[src/rtl/traffic_light_monitor.sv]
// -----------------------------------------------------------------------------
// traffic_light_monitor
//
// Independent checker for the lamp-drive interface of a two-street traffic
// light controller. It watches the lamp codes and verifies:
//   - each lamp code is one-hot,
//   - the two streets never show a non-red aspect at the same time,
//   - phases follow AG/BR -> AY/BR -> AR/BG -> AR/BY -> AG/BR,
//   - each phase dwells for the expected number of 1 Hz ticks (+/- TOL).
// The first violation latches a sticky fault with a cause code until ack.
//
// Ports:
//   clk          system clock, rising edge
//   rst          asynchronous active-high reset
//   tick         1 Hz enable pulse, one clk wide
//   street_a     lamp code street A, {red, yellow, green}
//   street_b     lamp code street B, same encoding
//   ack          fault acknowledge pulse
//   fault        sticky fault flag
//   fault_code   0 none, 1 CONFLICT, 2 ILLEGAL, 3 SEQUENCE, 4 TIMING, 5 STUCK
//   phase        tracked phase, 0 AG/BR, 1 AY/BR, 2 AR/BG, 3 AR/BY
//   phase_time   ticks elapsed in the current phase (saturating)
//   cycle_count  completed full cycles (wraps)
// -----------------------------------------------------------------------------
module traffic_light_monitor #(
    parameter int G_TIME = 5,
    parameter int Y_TIME = 2,
    parameter int TOL    = 1,
    parameter int CNT_W  = 8
) (
    input  logic             clk,
    input  logic             rst,
    input  logic             tick,
    input  logic [2:0]       street_a,
    input  logic [2:0]       street_b,
    input  logic             ack,
    output logic             fault,
    output logic [2:0]       fault_code,
    output logic [1:0]       phase,
    output logic [CNT_W-1:0] phase_time,
    output logic [15:0]      cycle_count
);

    typedef enum logic [1:0] {
        S_INIT  = 2'd0,
        S_TRACK = 2'd1,
        S_FAULT = 2'd2
    } state_t;

    typedef enum logic [2:0] {
        C_NONE     = 3'd0,
        C_CONFLICT = 3'd1,
        C_ILLEGAL  = 3'd2,
        C_SEQUENCE = 3'd3,
        C_TIMING   = 3'd4,
        C_STUCK    = 3'd5
    } code_t;

    localparam logic [2:0] RED = 3'b100;
    localparam logic [2:0] YEL = 3'b010;
    localparam logic [2:0] GRN = 3'b001;

    localparam logic [CNT_W-1:0] G_MIN = CNT_W'(G_TIME - TOL);
    localparam logic [CNT_W-1:0] G_MAX = CNT_W'(G_TIME + TOL);
    localparam logic [CNT_W-1:0] Y_MIN = CNT_W'(Y_TIME - TOL);
    localparam logic [CNT_W-1:0] Y_MAX = CNT_W'(Y_TIME + TOL);
    localparam logic [CNT_W-1:0] T_SAT = '1;

    state_t     state;
    logic [2:0] cur_a, cur_b;
    logic [2:0] prev_a, prev_b;
    // cur/prev reset to 000, which is itself an illegal code; cur_valid keeps
    // the checks quiet until cur holds a real sample of the lamps.
    logic       cur_valid;
    // Set while tracking the first phase after INIT: its start time is
    // unknown, so only the upper dwell bound applies to it.
    logic       first_phase;

    function automatic logic lamp_legal(input logic [2:0] c);
        return (c == RED) || (c == YEL) || (c == GRN);
    endfunction

    logic             a_legal, b_legal;
    logic             cur_is_phase;
    logic [1:0]       cur_phase;
    logic [1:0]       next_phase;
    logic             pair_change;
    logic [CNT_W-1:0] win_min, win_max;
    code_t            viol;

    assign a_legal     = lamp_legal(cur_a);
    assign b_legal     = lamp_legal(cur_b);
    assign next_phase  = phase + 2'd1;
    assign pair_change = {cur_a, cur_b} != {prev_a, prev_b};
    // Odd phases are the yellow ones.
    assign win_min     = phase[0] ? Y_MIN : G_MIN;
    assign win_max     = phase[0] ? Y_MAX : G_MAX;

    // NOTE: every signal written in an always_comb gets a default first so
    // no path can leave it unassigned and infer a latch.
    always_comb begin
        cur_is_phase = 1'b1;
        cur_phase    = 2'd0;
        case ({cur_a, cur_b})
            {GRN, RED}: cur_phase = 2'd0;
            {YEL, RED}: cur_phase = 2'd1;
            {RED, GRN}: cur_phase = 2'd2;
            {RED, YEL}: cur_phase = 2'd3;
            default:    cur_is_phase = 1'b0;
        endcase
    end

    // Violation detection, in priority order. In FAULT only the code checks
    // run: they decide whether an ack may release the fault.
    always_comb begin
        viol = C_NONE;
        if (cur_valid) begin
            if (a_legal && b_legal && cur_a != RED && cur_b != RED)
                viol = C_CONFLICT;
            else if (!cur_is_phase)
                // Covers non-one-hot codes and legal pairs such as both red.
                viol = C_ILLEGAL;
        end
        if (viol == C_NONE && state == S_TRACK) begin
            if (pair_change) begin
                if (cur_phase != next_phase)
                    viol = C_SEQUENCE;
                else if (phase_time > win_max ||
                         (!first_phase && phase_time < win_min))
                    viol = C_TIMING;
            end else if (tick && phase_time >= win_max) begin
                viol = C_STUCK;
            end
        end
    end

    // NOTE: sequential state uses non-blocking assignments so every register
    // samples values from before the edge, independent of statement order.
    always_ff @(posedge clk or posedge rst) begin
        if (rst) begin
            state       <= S_INIT;
            cur_a       <= '0;
            cur_b       <= '0;
            prev_a      <= '0;
            prev_b      <= '0;
            cur_valid   <= 1'b0;
            first_phase <= 1'b0;
            fault       <= 1'b0;
            fault_code  <= C_NONE;
            phase       <= 2'd0;
            phase_time  <= '0;
            cycle_count <= '0;
        end else begin
            cur_a     <= street_a;
            cur_b     <= street_b;
            prev_a    <= cur_a;
            prev_b    <= cur_b;
            cur_valid <= 1'b1;

            case (state)
                S_INIT: begin
                    if (viol != C_NONE) begin
                        state      <= S_FAULT;
                        fault      <= 1'b1;
                        fault_code <= viol;
                    end else if (cur_valid) begin
                        // No violation on a valid sample means cur is a phase.
                        state       <= S_TRACK;
                        phase       <= cur_phase;
                        phase_time  <= '0;
                        first_phase <= 1'b1;
                    end
                end

                S_TRACK: begin
                    if (viol != C_NONE) begin
                        state      <= S_FAULT;
                        fault      <= 1'b1;
                        fault_code <= viol;
                    end else if (pair_change) begin
                        // A tick on the change cycle is deliberately dropped.
                        phase       <= cur_phase;
                        phase_time  <= '0;
                        first_phase <= 1'b0;
                        if (phase == 2'd3)
                            cycle_count <= cycle_count + 16'd1;
                    end else if (tick && phase_time != T_SAT) begin
                        phase_time <= phase_time + 1'b1;
                    end
                end

                S_FAULT: begin
                    // A live violation outranks ack; the latched code stays.
                    if (ack && viol == C_NONE) begin
                        state      <= S_INIT;
                        fault      <= 1'b0;
                        fault_code <= C_NONE;
                        phase_time <= '0;
                    end
                end

                default: state <= S_INIT;
            endcase
        end
    end

endmodule

[config.mk]
export PLATFORM = sky130hd
export DESIGN_NAME = traffic_light_monitor
export DESIGN_NICKNAME = d
export VERILOG_FILES = /design/src/rtl/traffic_light_monitor.sv
export SDC_FILE = /design/constraint.sdc
export NUM_CORES = 1
export LEC_CHECK = 0
export ABC_AREA = 1
export CAP_MARGIN = 20
export CORE_MARGIN = 2
export CORE_UTILIZATION = 45
export CTS_BUF_LIST = sky130_fd_sc_hd__clkbuf_4 sky130_fd_sc_hd__clkbuf_8 sky130_fd_sc_hd__clkbuf_16
export DETAILED_ROUTE_END_ITERATION = 10
export GPL_ROUTABILITY_DRIVEN = 0
export GPL_TIMING_DRIVEN = 0
export PLACE_DENSITY = 0.76
export SLEW_MARGIN = 40
export SYNTH_ARGS = -nofsm -noshare
export SYNTH_HDL_FRONTEND = slang
export SYNTH_SLANG_ARGS = --single-unit
[constraint.sdc]
create_clock -name clk -period 6.7 [get_ports clk]
set_clock_uncertainty 0.15 [all_clocks]
set_input_delay 2.01 -clock clk [delete_from_list [all_inputs] [get_ports clk]]
set_output_delay 2.01 -clock clk [all_outputs]
set_load 0.01 [all_outputs]
==> results of run 1 <==
## state kept, by name, indices dropped and copies added (netlist names)
signal       flops
cycle_count     16
phase_time       8
cur_a            3
fault_code       3
cur_valid        1
cur_b            3
prev_a           3
phase            2
fault            1
prev_b           3
state            2
first_phase      1
## metrics by stage
step	worst slack [ns]	area, µm²	cells	hold WS, ns	total power, mW
floorplan	3.452	2575	318	0.2815	0.4448
global placement	2.526	3055	429	0.3027	0.4907
detailed placement	2.960	3078	430	0.3077	0.4988
CTS	3.156	3173	438	0.3265	0.6776
global route	3.132	3173	438	0.3512	0.7159
finish	3.181	3173	438	0.3220	0.6706
## placed cells by master, fill, tap and decap left out
cell type	instances
nor4_1	4
or2_1	1
inv_4	1
clkbuf_8	6
nor3_1	4
nand4_1	10
nand3_4	2
inv_1	40
nand3b_1	2
nor2_8	1
nand4_4	1
dfrtp_1	46
nor3b_1	1
clkbuf_4	1
clkinv_2	1
a31o_2	1
inv_6	1
o21ai_0	4
xor2_1	12
nor2_4	2
nand2_1	90
inv_2	6
clkdlybuf4s50_1	39
nor2_2	7
buf_12	1
nand2_4	3
xnor2_1	3
nand3_2	4
o21ai_1	8
nand3_1	22
ha_1	5
a21oi_1	2
conb_1	1
nand2_2	7
nand2_8	1
nor2_1	26
## worst paths after layout
path / endpoint / startpoint
setup / recovery: phase_time[2] / phase_time[2]$_DFFE_PP0P_
min in group asynchronous: cur_a[2]$_DFF_PP0_ / rst
setup reg to reg: cycle_count[7]$_DFFE_PP0P_ / phase_time[2]$_DFFE_PP0P_
hold / removal: prev_b[1]$_DFF_PP0_ / cur_b[1]$_DFF_PP0_
max in group asynchronous: state[0]$_DFFE_PP0P_ / rst
hold reg to reg: prev_b[1]$_DFF_PP0_ / cur_b[1]$_DFF_PP0_
## area by class of cell
cell class | instances | area, µm² | share of cell area
flip-flops and latches | 46 | 1151 | 0.3628
inverters | 48 | 187.7 | 0.05915
well taps | 72 | 90.09 | 0.02839
clock inverters | 1 | 5.005 | 0.001577
multi-input cells | 224 | 1239 | 0.3904
repair buffers | 40 | 410.4 | 0.1293
clock buffers | 7 | 90.09 | 0.02839
## cell families after synthesis
family | synth area share
xor+xnor | 0.05102
compound gates | 0.03061
other cells | 0.001456
flops | 0.4470
fa+ha+maj | 0.02430
buf+inv | 0.07192
simple gates | 0.3737
## routing by layer
| layer | wire [µm] | track usage | vias up |
|---|---|---|---|
| li1 | - | - | 1096 |
| met3 | 210 | 0.03620 | 9 |
| met5 | 0 | 0 | - |
| met4 | 95 | 0.06034 | 0 |
| met1 | 2313 | 0.2222 | 1034 |
| met2 | 2548 | 0.3336 | 45 |
## Yosys cell counts
library cell  number
a21oi_1            2
a31o_2             1
conb_1             1
dfrtp_1           46
ha_1               5
inv_1             41
inv_2              6
inv_6              1
nand2_1           90
nand2_2            7
nand2_4            3
nand2_8            1
nand3_1           22
nand3_2            4
nand3_4            2
nand3b_1           2
nand4_1           10
nand4_4            1
nor2_1            26
nor2_2             7
nor2_4             2
nor2_8             1
nor3_1             4
nor3b_1            1
nor4_1             4
o21ai_0            4
o21ai_1            8
or2_1              1
xnor2_1            3
xor2_1            12
## power groups by stage
stage               clock network [mW]  registers (mW)  logic, mW
finish                           0.178           0.317      0.175
floorplan                            0           0.324      0.121
global placement                     0           0.322      0.169
detailed placement                   0           0.323      0.176
global route                     0.197           0.320      0.198
CTS                              0.184           0.317      0.177
==> flow_summary_export.csv, run 1 <==
group,metric,value,unit
pwr,power_frac_seq,0.473,
cells_and_area,syn_to_final_growth,23.23,%
timing,drv_slew,0,
pwr,power_density,211.4,nW/µm²
pwr,p_int,453.9,µW
logic_synthesis,netlist.area_leader.share,0.4470,
pwr,p_switching,216.7,µW
logic_synthesis,yosysTopAreaCell,"dfrtp_1",
logic_synthesis,avgSynthCellArea,8.097,µm²
die,fp.dieW,79.65,µm
die,num_rows,27,
logic_synthesis,yosysUniqueCellTypes,30,
route,routed_via_density,4.986,
worst_setup_path,critPathCaptureType,"output port",
worst_setup_path,cpPeakStageDelay,0.58,ns
timing,setup_tns,0,ns
global_routing,grt_pass1_vias,2195,
route,wire_per_inst,11.80,µm
cells_and_area,fill_cells,487,
clocking,ctsResizeCount,0,
clocking,clock-sinks,46,
pwr,leakagePower,1.525,nW
pwr,p_clk_frac,0.265,
die,start_util,0.4676,
global_routing,grt_max_degree,31,
clocking,root_buffer,"clkbuf_8",
timing,rsz0062_at_grt,"false",
pwr,p_sw_frac,0.3232,
cells_and_area,utilization,0.5762,
timing,worst_pin_slew,0.6711,ns
worst_setup_path,crit_buf_inv,1,
worst_setup_path,crit_fanout,7,
outcome,status,"finished clean",
placement,portBuffers,39,
clocking,cts_buffer_depth,2,
worst_setup_path,criticalPathCategory,"reg2out",
pwr,p_comb_frac,0.262,
worst_setup_path,arrival,1.36,ns
die,core-area,5507,µm²
route,initialDrtViolationCount,133,
worst_setup_path,reg2reg_slack,4.30,ns
timing,finalCriticalPeriod,3.519,ns
worst_hold_path,whs_path_depth,0,
timing,fmax,0.2841,GHz
clocking,cts_tree,"yes",
route,via_count,2184,
placement,dpl.hpwl,3.993,mm
worst_setup_path,worstRegToRegCells,13,
clocking,numCtsBuffers,5,
clocking,cts_max_level,2,
die,ios,40,
route,first_pass_iters,4,
timing,slew_headroom,0.5485,
timing,period_share,0.5253,
worst_setup_path,cp_cell_sequence,"clkdlybuf4s50_1",
clocking,ctsHoldBuffers,0,
logic_synthesis,synth_area_leaders,"dfrtp_1 45%, nand2_1 13%, inv_1 6.0%, nand3_1 4.3%, xor2_1 4.1%",
die,fp.dieArea,6343,µm²
flow_run,maxCapViolations,0,
cells_and_area,drive_gt1_frac,0.1257,
worst_setup_path,cp.required,4.54,ns
route,wl,5.168,mm
global_routing,overflow,0,
logic_synthesis,synthCells,318,
route,drc,0,
logic_synthesis,seq_area_frac_synth,0.4470,
worst_setup_path,critical_path.top_delay_family,"buffers and inverters",
worst_setup_path,cp-start-kind,"flip-flop",
logic_synthesis,syn-num-nets,333,
logic_synthesis,netlist_area,2575,µm²
clocking,clock_latency,0.29,ns
route,antenna_left,0,
timing,hold_viol,0,
global_routing,grt_use_total,0.1859,
logic_synthesis,ys_ff_latch,46,
timing,setup-violations-final,0,
worst_hold_path,hp-class,"reg2reg",
clocking,cts_setup_buffers,0,
cells_and_area,antenna_cells,0,
die,fp.dieH,79.65,µm
global_routing,grt_pass1_wl,9.487,mm
clocking,clk_pin_slew,0.08,ns
worst_setup_path,crit_slowest_cell,"clkdlybuf4s50_1",
worst_setup_path,crit_cells,1,
pwr,ir_worst_vdd,0.0001148,V
global_routing,grt_antenna_before_repair,0,
logic_synthesis,ys_warn_count,0,
cells_and_area,finalNetCount,380,
Note: power is estimated with default switching activity, not from simulation.
==> inputs of run 2 (changes only) <==
Settings changed: PLACE_DENSITY 0.76 to 0.78.
Clock period 6.7 ns to 3 ns, I/O delays scaled along.
==> run 2 against run 1 <==
Via count decreased by 2.7%; non-clock buffer count unchanged; clock power increased by 120%; global-route usage decreased by 0.74 points; hold slack improved by 0.00061 ns; sequential cell count unchanged.
==> flow_summary_export.csv, run 2 (synthesized netlist as in run 1, its figures left out) <==
group,metric,value,unit
timing,period_share,0.8010,
global_routing,grt_pass1_vias,2052,
timing,setup-violations-final,0,
route,wl,4.971,mm
clocking,cts_max_level,2,
route,routed.top_layer,"met4",
timing,worst_pin_slew,0.5595,ns
outcome,status,"finished clean",
clocking,ctsResizeCount,0,
cells_and_area,drive_gt1_frac,0.1257,
clocking,numCtsBuffers,5,
die,core-area,5507,µm²
cells_and_area,top_register,"cycle_count",
route,route.met2.wl,2.443,mm
pwr,p_sw_frac,0.3276,
pwr,p_comb_frac,0.260,
die,fp.dieArea,6343,µm²
worst_setup_path,crit_path_end,"phase_time[0]",
worst_setup_path,cp-start-kind,"flip-flop",
global_routing,grt_antenna_before_repair,0,
worst_setup_path,critPathCaptureType,"output port",
clocking,cts_buffer_depth,2,
pwr,p_int,1.004,mW
global_routing,overflow,0,
route,antenna_left,0,
timing,slew_headroom,0.6235,
clocking,ctsHoldBuffers,0,
timing,drv_slew,0,
clocking,root_buffer,"clkbuf_8",
global_routing,grt_pass1_wl,8.963,mm
placement,portBuffers,39,
worst_setup_path,arrival,1.35,ns
timing,hold_viol,0,
route,drc,0,
worst_setup_path,cp_cell_sequence,"clkdlybuf4s50_1",
pwr,power_frac_seq,0.474,
timing,rsz0062_at_grt,"false",
pwr,leakagePower,1.521,nW
route,first_pass_iters,4,
cells_and_area,finalNetCount,380,
route,met3_length,179,µm
cells_and_area,utilization,0.5762,
flow_run,maxCapViolations,0,
clocking,clock_latency,0.30,ns
worst_setup_path,cpPeakStageDelay,0.59,ns
worst_setup_path,criticalPathCategory,"reg2out",
clocking,clock-sinks,46,
cells_and_area,syn_to_final_growth,23.23,%
worst_setup_path,crit_path_start,"phase_time[0]$_DFFE_PP0P_",
placement,dpl.hpwl,3.855,mm
cells_and_area,reg_top3,"cycle_count (16), phase_time (8)",
pwr,finalPower,1.493,mW
clocking,cts_tree,"yes",
worst_setup_path,worstRegToRegCells,13,
cells_and_area,mostFrequentLayoutCells,"90 x nand2_1, 46 x dfrtp_1, 40 x inv_1, 39 x clkdlybuf4s50_1, 26 x nor2_1",
die,ios,40,
worst_setup_path,crit_cells,1,
worst_hold_path,hp-class,"reg2reg",
worst_setup_path,r2r-end,"cycle_count[7]$_DFFE_PP0P_",
pwr,p_switching,489.0,µW
cells_and_area,antenna_cells,0,
pwr,ir_worst_vdd,0.0002636,V
worst_setup_path,crit_fanout,6,
timing,finalCriticalPeriod,2.403,ns
worst_setup_path,crit_buf_inv,1,
worst_setup_path,r2r-start,"phase[0]$_DFFE_PP0P_",
die,fp.dieH,79.65,µm
worst_setup_path,critical_path.top_delay_family,"buffers and inverters",
timing,fmax,0.4161,GHz
die,start_util,0.4676,
die,fp.dieW,79.65,µm
route,initialDrtViolationCount,62,
timing,hold-worst-slack,0.3226,ns
route,wire_per_inst,11.35,µm
cells_and_area,largest_register_ffs,16,
global_routing,grt_max_degree,31,
clocking,clk_pin_slew,0.09,ns
global_routing,grt_use_total,0.1785,
clocking,cts_setup_buffers,0,
pwr,power_density,470.5,nW/µm²
die,num_rows,27,
worst_setup_path,cp.required,1.95,ns
pwr,p_clk_frac,0.266,
route,via_count,2126,
route,routed_via_density,4.854,
route,met1_length,2.274,mm
worst_setup_path,reg2reg_slack,0.63,ns
cells_and_area,final_common_cell,"nand2_1",
worst_setup_path,crit_slowest_cell,"clkdlybuf4s50_1",
## run 2: changes by cell type in the layout (fill, tap and decap cells not counted)
cell | before | now
clkbuf_4 | 1 | 0
clkinvlp_4 | 0 | 1
## run 2: cell type report
cell class | count | area [µm²]
fillers | 493 | 2333
flip-flops and latches | 46 | 1151
clock buffers | 6 | 82.58
clock inverters | 2 | 12.51
inverters | 48 | 187.7
well taps | 72 | 90.09
repair buffers | 40 | 410.4
multi-input cells | 224 | 1239
## run 2: worst min path at each step
stage / from / to / depth (start not counted)
floorplan: cur_a[1]$_DFF_PP0_ / prev_a[1]$_DFF_PP0_ / 0
global placement: cur_b[1]$_DFF_PP0_ / prev_b[1]$_DFF_PP0_ / 0
detailed placement: cur_b[1]$_DFF_PP0_ / prev_b[1]$_DFF_PP0_ / 0
CTS: cur_b[1]$_DFF_PP0_ / prev_b[1]$_DFF_PP0_ / 0
global route: cur_a[1]$_DFF_PP0_ / prev_a[1]$_DFF_PP0_ / 0
finish: cur_b[1]$_DFF_PP0_ / prev_b[1]$_DFF_PP0_ / 0
## run 2: power groups by stage
stage	combinational [mW]	sequential, mW	clock [mW]
after floorplan	0.271	0.723	0
after global placement	0.377	0.719	0
after detailed placement	0.392	0.721	0
after CTS	0.392	0.708	0.410
after global routing	0.440	0.715	0.432
final	0.387	0.708	0.397
## run 2: stage by stage
step	TNS [ns]	std cells	setup WS, ns	area, µm²
floorplan	0	318	0.7924	2575
global placement	-1.457	429	-0.03420	3055
detailed placement	0	430	0.3918	3078
CTS	0	438	0.5711	3173
global route	0	438	0.3912	3173
finish	0	438	0.5970	3173
## run 2: metal layers
layer	global-route usage	up-vias
met5	0	-
met4	0.06207	0
met2	0.3059	46
met1	0.2241	976
li1	-	1096
met3	0.03507	8
